## src/rtl/fetch_unit.sv

```systemverilog
// fetch_unit - instruction fetch stage.
//
// Owns the fetch PC, drives it to instruction memory and to the BTB lookup
// port, and on every accepted instruction (fire) pushes
// {pc, instr, pred_taken, pred_target} into a DEPTH-entry first-word-fall-through
// queue feeding decode. Next PC is the BTB target when the BTB hits and predicts
// taken, otherwise pc+4. A redirect from branch resolution flushes the queue and
// reloads the PC; halt parks the fetcher until the next redirect.
//
// Parameters:
//   DEPTH     fetch queue entries (power of 2, >= 2)
//   RESET_PC  PC loaded on reset
// Ports:
//   CLK, nRST                  clock, asynchronous active-low reset
//   imem_ren/imem_addr         instruction read request and address (== pc_fetch)
//   imem_rdata/ihit            instruction word and its valid strobe
//   pc_fetch                   current fetch PC, to BTB lookup
//   btb_hit/btb_pred_target/btb_pred_outcome   BTB lookup result for pc_fetch
//   redirect/redirect_pc       resolution-stage redirect pulse and target
//   halt                       stop fetching
//   deq_valid/deq_ready        queue head handshake to decode
//   deq_pc/deq_instr/deq_pred_taken/deq_pred_target   queue head contents
//   q_count                    queue occupancy
// Build option:
//   FETCH_PERF_EN  adds perf_fetched / perf_redirects 32-bit event counters.
module fetch_unit #(
  parameter int          DEPTH    = 4,
  parameter logic [31:0] RESET_PC = 32'h0000_0000
) (
  input  logic                   CLK,
  input  logic                   nRST,
  output logic                   imem_ren,
  output logic [31:0]            imem_addr,
  input  logic [31:0]            imem_rdata,
  input  logic                   ihit,
  output logic [31:0]            pc_fetch,
  input  logic                   btb_hit,
  input  logic [31:0]            btb_pred_target,
  input  logic                   btb_pred_outcome,
  input  logic                   redirect,
  input  logic [31:0]            redirect_pc,
  input  logic                   halt,
  output logic                   deq_valid,
  input  logic                   deq_ready,
  output logic [31:0]            deq_pc,
  output logic [31:0]            deq_instr,
  output logic                   deq_pred_taken,
  output logic [31:0]            deq_pred_target,
  output logic [$clog2(DEPTH):0] q_count
`ifdef FETCH_PERF_EN
  ,
  output logic [31:0]            perf_fetched,
  output logic [31:0]            perf_redirects
`endif
);

  localparam int AW = $clog2(DEPTH);
  localparam int CW = AW + 1;
  localparam logic [CW-1:0] FULL_COUNT = CW'(DEPTH);

  typedef enum logic [1:0] {RUN, STALL, HALT} state_t;

  state_t          state, state_next;
  logic [31:0]     pc;
  logic [AW-1:0]   wr_ptr, rd_ptr;
  logic [CW-1:0]   count, count_next;

  logic [31:0]     mem_pc     [DEPTH];
  logic [31:0]     mem_instr  [DEPTH];
  logic            mem_taken  [DEPTH];
  logic [31:0]     mem_target [DEPTH];

  logic            taken;
  logic [31:0]     npc;
  logic            fire;
  logic            pop;

  // Fetch control and next-state logic.
  always_comb begin
    taken      = btb_hit && btb_pred_outcome;
    npc        = taken ? btb_pred_target : pc + 32'd4;
    imem_ren   = (state == RUN) && (count != FULL_COUNT) && !redirect;
    // halt suppresses the same-cycle fire even though the request is out.
    fire       = imem_ren && ihit && !halt;
    // A pop coinciding with a redirect is moot: the queue is being cleared.
    pop        = deq_valid && deq_ready && !redirect;
    count_next = count;
    if (fire && !pop)
      count_next = count + CW'(1);
    else if (pop && !fire)
      count_next = count - CW'(1);

    state_next = state;
    if (redirect)
      state_next = RUN;
    else if (halt)
      state_next = HALT;
    else if (state != HALT)
      // Looking at the post-update count lets a pop in a full cycle
      // re-enable fetch on the very next cycle.
      state_next = (count_next == FULL_COUNT) ? STALL : RUN;
  end

  always_ff @(posedge CLK or negedge nRST) begin
    if (!nRST) begin
      state  <= RUN;
      pc     <= RESET_PC;
      wr_ptr <= '0;
      rd_ptr <= '0;
      count  <= '0;
    end else begin
      state <= state_next;
      if (redirect) begin
        pc     <= redirect_pc;
        wr_ptr <= '0;
        rd_ptr <= '0;
        count  <= '0;
      end else begin
        if (fire) begin
          pc     <= npc;
          wr_ptr <= wr_ptr + AW'(1);
        end
        if (pop)
          rd_ptr <= rd_ptr + AW'(1);
        count <= count_next;
      end
    end
  end

  // Queue storage; contents need no reset because the head is masked when empty.
  always_ff @(posedge CLK) begin
    if (fire) begin
      mem_pc[wr_ptr]     <= pc;
      mem_instr[wr_ptr]  <= imem_rdata;
      mem_taken[wr_ptr]  <= taken;
      mem_target[wr_ptr] <= npc;
    end
  end

  always_comb begin
    imem_addr       = pc;
    pc_fetch        = pc;
    q_count         = count;
    deq_valid       = (count != '0);
    deq_pc          = deq_valid ? mem_pc[rd_ptr]     : 32'd0;
    deq_instr       = deq_valid ? mem_instr[rd_ptr]  : 32'd0;
    deq_pred_taken  = deq_valid ? mem_taken[rd_ptr]  : 1'b0;
    deq_pred_target = deq_valid ? mem_target[rd_ptr] : 32'd0;
  end

`ifdef FETCH_PERF_EN
  always_ff @(posedge CLK or negedge nRST) begin
    if (!nRST) begin
      perf_fetched   <= '0;
      perf_redirects <= '0;
    end else begin
      if (fire)
        perf_fetched <= perf_fetched + 32'd1;
      if (redirect)
        perf_redirects <= perf_redirects + 32'd1;
    end
  end
`else
  // Event counters are not built in this configuration.
`endif

endmodule

```

## config.mk

```make
export PLATFORM = sky130hd
export DESIGN_NAME = fetch_unit
export DESIGN_NICKNAME = d
export VERILOG_FILES = /design/src/rtl/fetch_unit.sv
export SDC_FILE = /design/constraint.sdc
export NUM_CORES = 1
export LEC_CHECK = 0
export ABC_AREA = 1
export BUFFER_PORTS_ARGS = -buffer_cell sky130_fd_sc_hd__buf_2
export CAP_MARGIN = 5
export CORE_ASPECT_RATIO = 0.7
export CORE_MARGIN = 8
export CORE_UTILIZATION = 40
export CTS_CLUSTER_DIAMETER = 200
export CTS_CLUSTER_SIZE = 14
export DETAILED_ROUTE_END_ITERATION = 7
export GPL_TIMING_DRIVEN = 0
export HOLD_SLACK_MARGIN = 0.05
export SLEW_MARGIN = 0
export SYNTH_ARGS = -nofsm -noshare
export SYNTH_HDL_FRONTEND = slang
export SYNTH_SLANG_ARGS = --single-unit
```

## constraint.sdc

```tcl
create_clock -name CLK -period 6.55 [get_ports CLK]
set_input_delay 0.9825 -clock CLK [delete_from_list [all_inputs] [get_ports CLK]]
set_output_delay 0.9825 -clock CLK [all_outputs]
set_load 0.02 [all_outputs]
```

==> qor.yml <==
drt:
  wirelength_mm: 58.7
  vias_per_cell: 5.22
  drc: 0
  wl_per_cell_um: 22.3
  drt_iter0_drc: 1346
  drtAntennaViolNets: 0
  vias: 13800
  dr.pass1.iters: 5
setup_path:
  critical_path.startpoint_type: "flop"
  crit_arrival_ns: 3.06
  end_kind: "primary output"
  setup.worst_path.class: "reg -> out"
  critical_path.max_fanout: 10
  critPathRequiredTime_ns: 5.57
  crit_path_start: "rd_ptr[0]$_DFFE_PN0P_"
  reg2reg_from: "q_count[0]$_DFF_PN0_"
place:
  io_buffers: 269
  gp_congestion: 0.912
  dpl.hpwl_mm: 41.6
  place_ws_ns: 3.02
yosys:
  synth_top_family_by_area: "simple AND/OR/NAND/NOR gates"
  ys_seq_area_share_pct: 68.7
  synth-seq-cells: 429
  yosys.area_share.adder_pct: 0.542
  synthCells: 1676
  syn_nets: 1788
  synth_area_mm2: 0.0185
  synthMuxAreaShare_pct: 0
  syn_avg_cell_area_um2: 11.0
  synthXorXnorAreaFrac_pct: 0.332
  yosysWarningCount: 0
  ys_types: 37
  yosys.area_share.simple_pct: 16.5
  synth_compound_area_share_pct: 9.76
power_and_ir_drop:
  sequentialPowerShare_pct: 51.2
  p_sw_share_pct: 28.6
  p_leak_uw: 0.00830
  power_density_mw_per_mm2: 283
  p_int_uw: 4420
  switching_power_uw: 1770
  clkPwrFrac_pct: 32.4
  p_comb_share_pct: 16.4
  ir_drop_uv: 133
global_routing:
  grt_max_degree: 42
  grt_first_pass_wirelength_mm: 86.1
  grt_antenna_before_repair: 12
  first_global_vias: 13500
  grt.overflow.total: 0
  track_usage_pct: 21.4
clock_tree:
  clock_latency_ns: 0.54
  cts-root-buf: "clkbuf_16"
  cts_inserted_buffers: 36
  clock_sinks: 429
  clk_pin_slew_ns: 0.07
  clock_path_buffers: 3
  ctsResizeCount: 0
  cts_setup_buffers: 0
  cts_tree: "done"
  postCtsHoldBufs: 0
  htree_levels: 2
run:
  cap_violations: 0
finish:
  nFillCells: 4234
  final_core_util_pct: 47.6
  final_layout_size_suffix_gt1_share_pct: 22.0
  area_delta_synth_final_pct: 18.7
  nets: 2108
sta:
  hold_slack_ns: 0.557
  fin_crit_ns: 4.04
  maxSlewViolCount: 0
  worstMarginPinSlew_ns: 1.08
  skew_ns: 0.0222
  finalSetupViolCount: 0
  fin_ws_ns: 2.51
  fmax_mhz: 248
  rsz0062_at_grt: "no"
  slew_headroom_pct: 28.0
  min_period_over_period_pct: 61.7
  hold_viol_final: 0
die:
  rows: 66
  initial_utilization_pct: 40.1
  die_x_um: 273
  die-area_mm2: 0.0534
  core-area_mm2: 0.0460
  die_height_um: 196
  ioPinCount: 270
worst_hold_path:
  worstHoldStart: "state[0]$_DFFE_PN0P_"
  hp-class: "reg -> reg"
status:
  status: "completed"
-- worst paths after layout --
| check | end | slack [ns] | cells after the start |
|---|---|---|---|
| max | deq_pred_target[31] | 2.51 | 7 |
| min | state[1]$_DFFE_PN0P_ | 0.56 | 3 |
| max reg2reg | mem_instr[2][18]$_DFFE_PP_ | 3.61 | 7 |
| min reg2reg | state[1]$_DFFE_PN0P_ | 0.56 | 3 |
| max in group asynchronous | imem_addr[0]$_DFFE_PN0P_ | 5.24 | 1 |
| min in group asynchronous | wr_ptr[1]$_DFFE_PN0P_ | 0.62 | 1 |
-- worst max-delay path, stage by stage (launching register included) --
cell,delay (ns)
dfrtp_1,0.37
buf_2,0.16
inv_2,0.20
buf_2,0.43
clkbuf_1,0.57
o21ai_0,0.19
a21oi_1,0.35
buf_2,0.24
-- layer usage --
metal  share of wire (%)  up-vias  GRT usage, %
met2                  44      605          32.2
met1                  44     6645          30.7
met3                 9.4       86          5.13
li1                    -     6426             -
met4                 2.1        8          5.77
met5                0.13        -         0.563
-- final cells by class --
type / instances / area (µm²) / share of cell area (%)
sequential: 429 / 12700 / 57.9
multi-input combinational: 1090 / 5040 / 23.0
timing repair buffer: 282 / 1610 / 7.37
clock buffer: 57 / 1000 / 4.57
tap: 612 / 766 / 3.49
buffer: 123 / 647 / 2.95
inverter: 34 / 128 / 0.582
clock inverter: 3 / 23.8 / 0.108
antenna: 6 / 15.0 / 0.0685
-- logic make-up (layout without fill, tap and decap cells) --
| family | Yosys count | count (layout) |
|---|---|---|
| flops | 429 | 429 |
| other cells | 0 | 6 |
| fa+ha+maj | 8 | 8 |
| simple gates | 734 | 734 |
| buf+inv | 157 | 499 |
| compound gates | 341 | 341 |
| xor+xnor | 7 | 7 |
-- cell usage after synthesis, drive strengths merged --
master    n  share of area (%)
nor2    454                9.5
edfxtp  388                 63
o21ai   206                5.6
nand2   175                3.6
a21oi   101                2.7
buf      80                2.6
nand3    56                1.6
clkbuf   43               0.93
dfrtp    41                5.6
inv      34               0.69
a22oi    22               0.89
or2      20               0.68
and2     14               0.47
nand3b   11               0.45
ha        8               0.54
xnor2     6               0.28
a21boi    4               0.16
a31oi     3               0.14
nand4     3               0.14
o211ai    3               0.12
o21a      2              0.081
nor3      1              0.027
xor2      1              0.047
-- placed cells by master, fill, tap and decap left out, drive strengths merged --
cell type,instances
a21oi,101
o21a,2
a31oi,3
and2,14
o21ai,206
clkbuf,100
a21boi,4
nor3,1
a22oi,22
edfxtp,388
nand3b,11
nand2,175
xnor2,6
or2,20
buf,362
dfrtp,41
nand4,3
inv,37
nand3,56
nor2,454
diode,6
o211ai,3
xor2,1
ha,8
-- flip-flops by register name (all words and copies together) (netlist names) --
| signal | cells |
|---|---|
| mem_target | 128 |
| rd_ptr | 2 |
| state | 2 |
| mem_taken | 4 |
| mem_pc | 128 |
| wr_ptr | 2 |
| mem_instr | 128 |
| imem_addr | 32 |
| q_count | 3 |
-- stage by stage --
step | cells | TNS (ns) | area [µm²] | total power (µW)
after floorplan | 1676 | 0 | 18500 | 3790
after global placement | 2557 | -1197.24 | 20600 | 4240
after detailed placement | 2570 | 0 | 20900 | 4250
after CTS | 2630 | 0 | 21900 | 6250
after global routing | 2634 | 0 | 21900 | 6430
final | 2636 | 0 | 21900 | 6200
-- power by group through the flow --
stage | sequential [µW] | clock (µW) | combinational (µW)
final | 3170 | 2010 | 1010
after global routing | 3180 | 2150 | 1100
after CTS | 3170 | 2050 | 1030
after detailed placement | 3230 | 0 | 1020
after global placement | 3240 | 0 | 1000
after floorplan | 3220 | 0 | 566
(Power assumes the default switching activity.)
